### src/rtl/bcd_pkg.sv
// Shared types and helpers for the digit-serial BCD adder/subtractor.
package bcd_pkg;

  typedef enum logic [1:0] {
    S_IDLE  = 2'd0,
    S_PASS1 = 2'd1,
    S_PASS2 = 2'd2,
    S_DONE  = 2'd3
  } state_t;

  typedef logic [3:0] digit_t;

  localparam digit_t BCD_NINE = 4'd9;
  localparam digit_t BCD_TEN  = 4'd10;

  function automatic digit_t nines_comp(input digit_t d);
    return BCD_NINE - d;
  endfunction

endpackage

### src/rtl/bcd_digit_adder.sv
// Single-digit BCD adder with decimal correction; shared by both passes.
module bcd_digit_adder
  import bcd_pkg::*;
(
  input  digit_t i_a,
  input  digit_t i_b,
  input  logic   i_cin,
  output digit_t o_sum,
  output logic   o_cout
);

  logic [4:0] w_s;

  always_comb begin
    w_s    = 5'(i_a) + 5'(i_b) + 5'(i_cin);
    o_sum  = w_s[3:0];
    o_cout = 1'b0;
    if (w_s > 5'(BCD_NINE)) begin
      o_sum  = 4'(w_s - 5'(BCD_TEN));
      o_cout = 1'b1;
    end
  end

endmodule

### src/rtl/bcd_addsub_seq.sv
// Digit-serial N-digit BCD add/subtract, sign-magnitude result.
// Optional input-digit legality check enabled by defining BCD_DIGIT_CHECK_EN.
module bcd_addsub_seq
  import bcd_pkg::*;
#(
  parameter int unsigned DIGITS = 4
) (
  input  logic                clk,
  input  logic                rst_n,
  input  logic                in_valid,
  output logic                in_ready,
  input  logic                op,
  input  logic [4*DIGITS-1:0] a,
  input  logic [4*DIGITS-1:0] b,
  output logic                out_valid,
  input  logic                out_ready,
  output logic [4*DIGITS-1:0] result,
  output logic                neg,
  output logic                ovf,
  output logic                err
);

  localparam int unsigned W    = 4 * DIGITS;
  localparam int unsigned IDXW = (DIGITS > 1) ? $clog2(DIGITS) : 1;

  state_t          r_state;
  logic [W-1:0]    r_a, r_b, r_acc, r_result;
  logic [IDXW-1:0] r_idx;
  logic            r_op, r_carry, r_eac, r_nz;
  logic            r_neg, r_ovf, r_in_ready, r_out_valid;

  digit_t          w_da, w_db, w_sum;
  logic            w_cin, w_cout, w_last;
  logic [W-1:0]    w_acc_next;

  // Operand select: pass 1 adds a + b (or 9's complement of b); pass 2
  // either ripples the end-around carry or re-complements each digit.
  always_comb begin
    w_da  = r_a[3:0];
    w_db  = r_op ? nines_comp(r_b[3:0]) : r_b[3:0];
    w_cin = r_carry;
    if (r_state == S_PASS2) begin
      w_da  = r_eac ? r_acc[3:0] : nines_comp(r_acc[3:0]);
      w_db  = '0;
      w_cin = r_eac & r_carry;
    end
  end

  bcd_digit_adder u_digit_adder (
    .i_a    (w_da),
    .i_b    (w_db),
    .i_cin  (w_cin),
    .o_sum  (w_sum),
    .o_cout (w_cout)
  );

  // Accumulator shifts right one digit per cycle; new digit enters at the top.
  assign w_acc_next = (r_acc >> 4) | (W'(w_sum) << (W - 4));
  assign w_last     = (r_idx == IDXW'(DIGITS - 1));

`ifdef BCD_DIGIT_CHECK_EN
  logic w_bad;
  logic r_err;

  always_comb begin
    w_bad = 1'b0;
    for (int i = 0; i < int'(DIGITS); i++) begin
      if ((a[4*i +: 4] > BCD_NINE) || (b[4*i +: 4] > BCD_NINE)) w_bad = 1'b1;
    end
  end

  assign err = r_err;
`else
  assign err = 1'b0;
`endif

  always_ff @(posedge clk or negedge rst_n) begin
    if (!rst_n) begin
      r_state     <= S_IDLE;
      r_a         <= '0;
      r_b         <= '0;
      r_acc       <= '0;
      r_result    <= '0;
      r_idx       <= '0;
      r_op        <= 1'b0;
      r_carry     <= 1'b0;
      r_eac       <= 1'b0;
      r_nz        <= 1'b0;
      r_neg       <= 1'b0;
      r_ovf       <= 1'b0;
      r_in_ready  <= 1'b1;
      r_out_valid <= 1'b0;
`ifdef BCD_DIGIT_CHECK_EN
      r_err       <= 1'b0;
`endif
    end else begin
      case (r_state)
        S_IDLE: begin
          if (in_valid) begin
            r_a        <= a;
            r_b        <= b;
            r_op       <= op;
            r_carry    <= 1'b0;
            r_idx      <= '0;
            r_acc      <= '0;
            r_nz       <= 1'b0;
            r_neg      <= 1'b0;
            r_ovf      <= 1'b0;
            r_in_ready <= 1'b0;
`ifdef BCD_DIGIT_CHECK_EN
            r_err      <= w_bad;
            if (w_bad) begin
              r_result    <= '0;
              r_out_valid <= 1'b1;
              r_state     <= S_DONE;
            end else begin
              r_state     <= S_PASS1;
            end
`else
            r_state    <= S_PASS1;
`endif
          end
        end
        S_PASS1: begin
          r_acc   <= w_acc_next;
          r_a     <= r_a >> 4;
          r_b     <= r_b >> 4;
          r_carry <= w_cout;
          r_idx   <= r_idx + IDXW'(1);
          if (w_last) begin
            r_idx <= '0;
            if (r_op) begin
              r_eac   <= w_cout;
              r_state <= S_PASS2;
            end else begin
              r_result    <= w_acc_next;
              r_ovf       <= w_cout;
              r_out_valid <= 1'b1;
              r_state     <= S_DONE;
            end
          end
        end
        S_PASS2: begin
          r_acc   <= w_acc_next;
          r_carry <= w_cout;
          r_idx   <= r_idx + IDXW'(1);
          if (w_sum != '0) r_nz <= 1'b1;
          if (w_last) begin
            r_idx       <= '0;
            r_result    <= w_acc_next;
            r_neg       <= ~r_eac & (r_nz | (w_sum != '0));
            r_out_valid <= 1'b1;
            r_state     <= S_DONE;
          end
        end
        S_DONE: begin
          if (out_ready) begin
            r_out_valid <= 1'b0;
            r_in_ready  <= 1'b1;
            r_state     <= S_IDLE;
          end
        end
        default: r_state <= S_IDLE;
      endcase
    end
  end

  assign in_ready  = r_in_ready;
  assign out_valid = r_out_valid;
  assign result    = r_result;
  assign neg       = r_neg;
  assign ovf       = r_ovf;

endmodule

### config.mk
export PLATFORM = sky130hd
export DESIGN_NAME = bcd_addsub_seq
export DESIGN_NICKNAME = d
export VERILOG_FILES = /design/src/rtl/bcd_pkg.sv /design/src/rtl/bcd_digit_adder.sv /design/src/rtl/bcd_addsub_seq.sv
export SDC_FILE = /design/constraint.sdc
export NUM_CORES = 1
export LEC_CHECK = 0
export CELL_PAD_IN_SITES_DETAIL_PLACEMENT = 2
export CELL_PAD_IN_SITES_GLOBAL_PLACEMENT = 2
export CORE_ASPECT_RATIO = 0.6
export CORE_MARGIN = 3
export CORE_UTILIZATION = 35
export CTS_CLUSTER_SIZE = 12
export DETAILED_ROUTE_END_ITERATION = 10
export GPL_TIMING_DRIVEN = 1
export PLACE_DENSITY = 0.83
export RECOVER_POWER = 25
export SLEW_MARGIN = 0
export SYNTH_ARGS = -nofsm -noshare
export SYNTH_HDL_FRONTEND = slang
export SYNTH_SLANG_ARGS = --single-unit
### constraint.sdc
create_clock -name clk -period 8.2 [get_ports clk]
set_input_delay 2.46 -clock clk [delete_from_list [all_inputs] [get_ports clk]]
set_output_delay 2.46 -clock clk [all_outputs]
set_load 0.1 [all_outputs]
# [Yosys cells after proc, flatten, opt, wreduce, memory -nomap -nowiden]
# Index checks and enable logic that the tools add are counted.
# Widths: inputs -> output; s select.
[op_classes] mux=42 bitwise_logic=5 n_addsub=6 magnitude_cmp=1 eq_ne=10 reduce_logical=20
[op_table] cell="$pmux 16 s2" count=4
[op_table] cell="$mux 16" count=6
[op_table] cell="$mux 4" count=5
[op_table] cell="$or 12x16->16" count=1
[op_table] cell="$mux 1" count=13
[op_table] cell="$mux 2" count=6
[op_table] cell="$reduce_and 3->1" count=4
[op_table] cell="$reduce_and 4->1" count=3
[op_table] cell="$ne 2x2->1 const B" count=5
[op_table] cell="$pmux 1 s2" count=5
[op_table] cell="$reduce_bool 2->1" count=5
[op_table] cell="$pmux 2 s4" count=1
[op_table] cell="$sub 4x4->4 const A" count=2
[op_table] cell="$eq 2x2->1 const B" count=3
[op_table] cell="$reduce_and 2->1" count=3
[op_table] cell="$add 4x4->5" count=1
[op_table] cell="$add 5x1->5" count=1
[op_table] cell="$gt 5x4->1 const B" count=1
[op_table] cell="$reduce_and 5->1" count=1
[op_table] cell="$pmux 2 s2" count=1
[op_table] cell="$reduce_bool 4->1" count=1
[op_table] cell="$sub 4x4->4 const B" count=1
[op_table] cell="$pmux 1 s3" count=1
[op_table] cell="$reduce_bool 3->1" count=1
[op_table] cell="8 further kinds" count=9
[totals] output_inout_bits=21 reg_bits=76 in_bits=37 wordCells=98

# [Depth between registers and ports, before layout]
# Gate-level depths: netlist of run 1.
[depth] ltp_word=12 mapped_depth=15 mapped_depth_nobuf=14

# [Hierarchy]
# Synthesis of run 1 repeated with hierarchy kept, for this count alone.
[hier_totals] hier_cells=371 hier_area_um2=3880.0
[modules_own_cells] module="bcd_addsub_seq" cells_per_inst=348 area_each_um2=3662.3 seq_area_each_um2=1903.1 instances=1
[modules_own_cells] module="bcd_digit_adder" cells_per_inst=23 area_each_um2=217.7 seq_area_each_um2=0.0 instances=1

# [Worst setup path before layout of run 1]
# No wires, ideal clock.
[synth_path] kind="input to register" start="in in_valid" end="reg r_idx[0]" path_buffers=2 setup_ns=0.118 arrival_time_ns=3.389 path_slack_ns=4.693 stages=6 t_required_ns=8.082 path_cell_list="and2_1 -> buf_2 -> a21oi_1 -> clkbuf_1 -> nor4b_1 -> a21o_1"
[synth_between] elab_chain_len=2
[synth_rtl] item="start, declared" line="bcd_addsub_seq.sv:10" rtl="input logic in_valid,"
[synth_rtl] item="$ne 2x2->1 (no source line)"
[synth_rtl] item="$reduce_and 2->1 (no source line)"
[synth_rtl] item="end signal, assigned" line="bcd_addsub_seq.sv:129" rtl="r_idx <= r_idx + IDXW'(1);"
[synth_rtl] item="end signal, assigned" line="bcd_addsub_seq.sv:146" rtl="r_idx <= r_idx + IDXW'(1);"
[synth_rtl] item="end, declared" line="bcd_addsub_seq.sv:28" rtl="logic [IDXW-1:0] r_idx;"
# No other way between the ends.
# A chain may end at the register's enable or synchronous reset.

# [Worst setup path in the final report of run 1]
[layout_path] start="reg r_in_ready, in the netlist in_ready" end="out in_ready"
[layout_rtl] item="start, declared" line="bcd_addsub_seq.sv:30" rtl="logic r_neg, r_ovf, r_in_ready, r_out_valid;"
[layout_rtl] item="start signal, assigned" line="bcd_addsub_seq.sv:91" rtl="r_in_ready <= 1'b1;"
[layout_rtl] item="start signal, assigned" line="bcd_addsub_seq.sv:109" rtl="r_in_ready <= 1'b0;"
[layout_rtl] item="start signal, assigned" line="bcd_addsub_seq.sv:159" rtl="r_in_ready <= 1'b1;"
[layout_rtl] item="end, declared" line="bcd_addsub_seq.sv:11" rtl="output logic in_ready,"
# No word-level cell between the ends.

==> impl_metrics.env, run 1 <==
export IMPL_status="finished, final reports clean"
export IMPL_hp_class="flip-flop to flip-flop"
export IMPL_avgSynthCellArea_um2=10.4
export IMPL_synthAdderAreaFrac_pct=5.03
export IMPL_syn_nets=413
export IMPL_tns_ps=0
export IMPL_period_share_pct=54.7
export IMPL_coreArea_um2=10200
export IMPL_worst_path_buf_inv=1
export IMPL_drive_gt1_share_pct=10.8
export IMPL_rows=28
export IMPL_cts_max_level=3
export IMPL_cp_start_kind="flip-flop"
export IMPL_post_place_ws_ps=3950
export IMPL_yosys_top_cells_area="dfrtp_1 50%, mux2i_1 7.4%, o21ai_0 6.4%, nand2_1 4.6%, mux2_2 4.2%"
export IMPL_start_util_pct=37.1
export IMPL_portBuffers=56
export IMPL_synth_cell_area_um2=3780
export IMPL_hold_end="r_a[6]"
export IMPL_syn_inst=362
export IMPL_hpwl_um=7660
export IMPL_max_stage_delay_ps=1140
export IMPL_multiInputGateArea_um2=1730
export IMPL_rrSetupSlack_ps=4090
export IMPL_worst_slew_pin_transition_ps=1050
export IMPL_final_max_slew_viol_count=0
export IMPL_die_h_um=86.5
export IMPL_fillers=1040
export IMPL_ant_nets=0
export IMPL_routed_wirelength_um=11400
export IMPL_die_w_um=140
export IMPL_cts_buffers=9
export IMPL_cp_slowest_cell="clkdlybuf4s50_1"
export IMPL_drcViolationCount=0
export IMPL_clock_sinks=76
export IMPL_netlist_area_leader_share_pct=49.6
export IMPL_whs_path_depth=2
export IMPL_via_count=2975
export IMPL_hold_start="r_a[6]"
export IMPL_synth_compound_area_share_pct=16.7
export IMPL_ys_ff_latch=76
export IMPL_rsz0062_at_grt="no"
export IMPL_cp_data_arrival_time_ps=2030
export IMPL_crit_family="buffers and inverters"
export IMPL_path_class="flip-flop to output pin"
export IMPL_dieArea_um2=12100
export IMPL_clock_root_buffer="clkbuf_16"
export IMPL_gp_congestion=0.750
export IMPL_regArea_um2=1900
export IMPL_ys_warn_count=0
export IMPL_fin_ws_ps=3710
export IMPL_hold_violations=0
export IMPL_seq_area_frac_synth_pct=50.3
export IMPL_fin_crit_ps=4490
export IMPL_grt_antenna_before_repair=0
export IMPL_finalSetupViolCount=0
export IMPL_post_cts_setup_buffers=0
export IMPL_synth_xor_xnor_area_share_pct=1.36
export IMPL_synth_top_area_cell="dfrtp_1"
export IMPL_slew_headroom_pct=30.0
export IMPL_fin_skew_ps=6.69
export IMPL_path_cells="clkdlybuf4s50_1"
export IMPL_cts_tree="yes"
export IMPL_worstSetupEndpointType="output pin"
export IMPL_synth_simple_gate_area_share_pct=9.89
export IMPL_avgViaCountPerCell=5.41
export IMPL_worstPathRequired_ps=5740
export IMPL_r2r_cells=13
export IMPL_holdWs_ps=489
export IMPL_postSynth_asyncResetShare_pct=100
export IMPL_cts_resized_gates=0
export IMPL_crit_fanout=3
export IMPL_num_io_pins=58
export IMPL_max_cap_viol_count=0
export IMPL_grt_max_degree=77
export IMPL_yosys_cell_types_count=47
export IMPL_n_antenna_cell=0
export IMPL_cts_buffer_depth=2
export IMPL_fmaxAchievable_mhz=223
export IMPL_fin_cells=550
export IMPL_grt_pass1_wl_um=18700
export IMPL_synth_top_family_by_area="compound AO/OA/AOI/OAI gates"
export IMPL_hold_buffers=0
export IMPL_synth_flop_cell="dfrtp_1"
export IMPL_drt_iter0_markers=116
export IMPL_clkLatencyLatePin_ps=350
export IMPL_dp_cells=534
export IMPL_nets=461
export IMPL_grt_pass1_vias=3373
export IMPL_grt_ovfl_total=0
export IMPL_dr_pass1_iters=4
export IMPL_muxShareOfSynthArea_pct=12.4
export IMPL_wl_per_cell_um=20.7
export IMPL_track_usage_pct=20.0
export IMPL_path_clk_slew_ps=60
export IMPL_area_growth_synth_to_final_pct=25.9
export IMPL_synth_edf_count=0
export IMPL_worstReg2RegEnd="r_acc[13]"
export IMPL_reg2reg_from="r_state[0]"
==> area by class of cell <==
| cell class | count | area share (%) |
|---|---|---|
| well taps | 135 | 3.55 |
| multi-input cells | 248 | 36.3 |
| clock inverters | 5 | 1.76 |
| clock buffers | 11 | 5.10 |
| flip-flops and latches | 76 | 40.0 |
| repair buffers | 58 | 12.0 |
| inverters | 17 | 1.34 |
==> Yosys cell counts, types with 3 or more instances <==
cell,number
nand3_1,4
nand2b_1,3
a22o_1,14
mux2i_1,28
ha_1,12
xor2_1,3
clkbuf_1,10
a21oi_1,14
dfrtp_1,75
a22oi_1,6
o21ai_0,48
inv_1,17
mux2_2,14
nand2_1,46
a21o_1,3
buf_2,9
nor2_1,17
==> routing by layer <==
metal  routed length (µm)  global-route usage, %  up-vias
li1                     -                      -     1362
met1                 5510                   27.3     1566
met2                 5390                   32.4       38
met3                  326                   4.58        9
met4                  131                   5.80        0
met5                    0                      0        -
==> worst max-delay path by stage <==
stage	from	endpoint	slack, ps	depth (start not counted)
after floorplan	in_valid	r_idx[0]	4690	6
after global placement	in_valid	r_acc[14]	4030	5
after detailed placement	in_valid	r_acc[14]	3950	5
after CTS	in_ready	in_ready	3700	1
after global routing	in_ready	in_ready	3690	1
final	in_ready	in_ready	3710	1
==> flip-flops by register name (all words and copies together) (netlist names) <==
name / flops
in_ready: 1
r_b: 16
r_eac: 1
r_carry: 1
out_valid: 1
r_op: 1
r_nz: 1
result: 16
r_idx: 2
neg: 1
r_state: 2
ovf: 1
r_acc: 16
r_a: 16
==> stage by stage <==
step                      util, %  instance area [µm²]
after global routing         46.7                 4760
after detailed placement     43.5                 4440
final                        46.7                 4760
after global placement       43.5                 4440
after floorplan                 -                 3780
after CTS                    46.7                 4760
==> logic make-up (layout without fill, tap and decap cells) <==
group | after synthesis | after routing
AOI/OAI and AO/OA | 101 | 101
and+or+nand+nor | 83 | 83
DFF | 76 | 76
muxes | 44 | 44
buffers and inverters | 38 | 91
adders and majority gates | 14 | 14
xor gates and xnor gates | 5 | 5
other | 1 | 1
==> cell usage in the layout (no fill, tap or decap), types with 2 or more instances in the layout <==
cell,netlist,routed
dfrtp_1,75,75
clkdlybuf4s50_1,0,55
o21ai_0,48,47
nand2_1,46,46
mux2i_1,28,28
inv_1,17,17
nor2_1,17,17
a21oi_1,14,14
mux2_2,14,14
a22o_1,14,14
ha_1,12,11
clkbuf_16,0,9
a22oi_1,6,6
nand3_1,4,4
xor2_1,3,3
a21o_1,3,3
nand2b_1,3,3
buf_4,1,3
and2_1,2,2
nand3b_1,2,2
mux2_4,2,2
a31oi_1,2,2
a21boi_0,2,2
o31ai_1,2,2
and3_1,2,2
a31o_2,2,2
fa_1,2,2
bufinv_16,0,2
clkinvlp_4,0,2
Power of run 1 is not shown: default switching activity piles up to over one toggle a cycle in this logic, so the estimate is an artifact.
==> inputs of run 2 (changes only) <==
--- a/config.mk
+++ b/config.mk
@@ -9,11 +9,11 @@
 export CELL_PAD_IN_SITES_GLOBAL_PLACEMENT = 2
 export CORE_ASPECT_RATIO = 0.6
 export CORE_MARGIN = 3
-export CORE_UTILIZATION = 35
+export CORE_UTILIZATION = 34
 export CTS_CLUSTER_SIZE = 12
 export DETAILED_ROUTE_END_ITERATION = 10
 export GPL_TIMING_DRIVEN = 1
-export PLACE_DENSITY = 0.83
+export PLACE_DENSITY = 0.81
 export RECOVER_POWER = 25
 export SLEW_MARGIN = 0
 export SYNTH_ARGS = -nofsm -noshare
==> constraint.sdc (replaced) <==
create_clock -name clk -period 4.4 [get_ports clk]
set_input_delay 1.32 -clock clk [delete_from_list [all_inputs] [get_ports clk]]
set_output_delay 1.32 -clock clk [all_outputs]
set_load 0.1 [all_outputs]
==> run 2 against run 1 <==
  * Cell count is 0.91% higher
  * Register-to-register slack worse by 3500 ps
  * Worst setup slack worse by 3100 ps
  * Critical path type is now flip-flop to flip-flop
  * Critical path depth is 12 higher
  * Die area is 2.8% higher
  * Via count hardly changed
  * Non-clock buffer count is 1 higher
  * The flow now finishes with violations (max-capacitance violations, max-slew violations)
  * Utilization is 2.4 points lower
  * First-iteration DRC count is 19% higher
==> impl_metrics.env, run 2 (synthesized netlist as in run 1, its figures left out) <==
export IMPL_status="complete, but fails checks"
export IMPL_violations="max-capacitance violations, max-slew violations"
export IMPL_gp_congestion=0.850
export IMPL_dp_cells=539
export IMPL_crit_family="adder cells"
export IMPL_worst_path_buf_inv=3
export IMPL_cp_data_arrival_time_ps=4050
export IMPL_nets=462
export IMPL_fin_cells=555
export IMPL_drive_gt1_share_pct=11.3
export IMPL_worstSetupEndpointType="flip-flop"
export IMPL_final_cell_mix="75 x dfrtp_1, 55 x clkdlybuf4s50_1, 47 x o21ai_0, 46 x nand2_1, 28 x mux2i_1"
export IMPL_final_max_slew_viol_count=77
export IMPL_avgViaCountPerCell=5.36
export IMPL_die_w_um=142
export IMPL_r2r_cells=13
export IMPL_ant_nets=0
export IMPL_portBuffers=56
export IMPL_dr_pass1_iters=4
export IMPL_area_growth_synth_to_final_pct=25.5
export IMPL_path_cells="inv_1 -> ha_1 -> inv_1 -> o21ai_0 -> fa_1 -> inv_1 -> fa_1 -> xnor2_2 -> ha_1 -> nand2_1 -> and4b_4 -> or3_1 -> a32o_1"
export IMPL_track_usage_pct=19.2
export IMPL_n_antenna_cell=0
export IMPL_coreArea_um2=10700
export IMPL_num_io_pins=58
export IMPL_max_cap_viol_count=1
export IMPL_start_util_pct=35.3
export IMPL_rsz0062_at_grt="no"
export IMPL_hp_class="flip-flop to flip-flop"
export IMPL_hpwl_um=7890
export IMPL_fin_ws_ps=572
export IMPL_via_count=2974
export IMPL_tns_ps=0
export IMPL_path_clk_slew_ps=60
export IMPL_fin_skew_ps=7.31
export IMPL_path_class="flip-flop to flip-flop"
export IMPL_drcViolationCount=0
export IMPL_finalSetupViolCount=0
export IMPL_cpMostUsedCell="inv_1"
export IMPL_clkLatencyLatePin_ps=330
export IMPL_crit_fanout=9
export IMPL_dieArea_um2=12500
export IMPL_cts_resized_gates=0
export IMPL_wl_per_cell_um=20.3
export IMPL_cts_buffers=9
export IMPL_cts_buffer_depth=2
export IMPL_grt_ovfl_total=0
export IMPL_routed_wirelength_um=11300
export IMPL_period_share_pct=87.0
export IMPL_final_common_cell="dfrtp_1"
export IMPL_grt_antenna_before_repair=0
export IMPL_fin_crit_ps=3830
export IMPL_cts_max_level=3
export IMPL_post_cts_setup_buffers=0
export IMPL_post_place_ws_ps=658
export IMPL_fmaxAchievable_mhz=261
export IMPL_worstPathRequired_ps=4620
export IMPL_grt_pass1_wl_um=18600
export IMPL_cp_start_kind="flip-flop"
export IMPL_grt_pass1_vias=3408
export IMPL_cp_slowest_cell="dfrtp_1"
export IMPL_hold_buffers=0
export IMPL_grt_max_degree=77
export IMPL_max_stage_delay_ps=440
export IMPL_cts_tree="yes"
export IMPL_worst_slew_pin_transition_ps=1920
export IMPL_whs_path_depth=2
export IMPL_clock_sinks=76
export IMPL_clock_root_buffer="clkbuf_16"
export IMPL_die_h_um=87.7
export IMPL_slew_headroom_pct=-27.9
export IMPL_drt_iter0_markers=138
export IMPL_cp_depth=13
export IMPL_rows=29
export IMPL_hold_violations=0
[run 2: cell types whose count changed in the layout (fill, tap and decap cells not counted)]
cell	change
clkbuf_1	-1
clkinv_4	+1
clkbuf_2	+1
bufinv_16	-1
inv_6	-1
clkinv_2	+2
[run 2: cell type report]
| class | instances | area [µm²] |
|---|---|---|
| flip-flops and latches | 76 | 1900 |
| multi-input cells | 248 | 1730 |
| clock buffers | 10 | 239 |
| clock inverters | 6 | 63.8 |
| fillers | 1093 | 5960 |
| well taps | 139 | 174 |
| repair buffers | 59 | 578 |
| inverters | 17 | 63.8 |
[run 2: tightest hold or removal path, stage by stage, from the launching register on]
cell	delay [ps]
dfrtp_1	340
nand2_1	50
o21ai_0	60
[run 2: metal layers]
metal / track usage (%) / vias to the layer above / share of wire [%]
met5: 0 / - / 0
met4: 5.75 / 0 / 1.5
met3: 3.71 / 13 / 2.0
met2: 32.8 / 36 / 49
met1: 25.1 / 1558 / 48
li1: - / 1367 / -
[run 2: per-stage QoR]
step	area, µm²	utilization, %	hold slack (ps)
finish	4750	44.4	487
detailed placement	4450	41.6	478
CTS	4750	44.4	491
floorplan	3780	-	444
global placement	4450	41.6	464
global route	4750	44.4	522
[run 2: final timing paths]
path	start	endpoint	slack [ps]
worst max-delay path	r_state[0]	r_acc[13]	570
worst min-delay path	r_b[5]	r_b[5]	490
worst max register to register	r_state[0]	r_acc[13]	570
worst min register to register	r_b[5]	r_b[5]	490
max in group asynchronous	rst_n	r_nz	1760
min in group asynchronous	rst_n	result[1]	1520
Power of run 2 is left out for the same reason.
==> inputs of run 3 (changes only) <==
--- a/config.mk
+++ b/config.mk
@@ -10,6 +10,7 @@
 export CORE_ASPECT_RATIO = 0.6
 export CORE_MARGIN = 3
 export CORE_UTILIZATION = 34
+export CTS_CLUSTER_DIAMETER = 100
 export CTS_CLUSTER_SIZE = 12
 export DETAILED_ROUTE_END_ITERATION = 10
 export GPL_TIMING_DRIVEN = 1
==> results of run 3 <==
Same layout as run 2: the final DEF is identical, and so are final timing and power.
Power of run 3 is left out for the same reason.
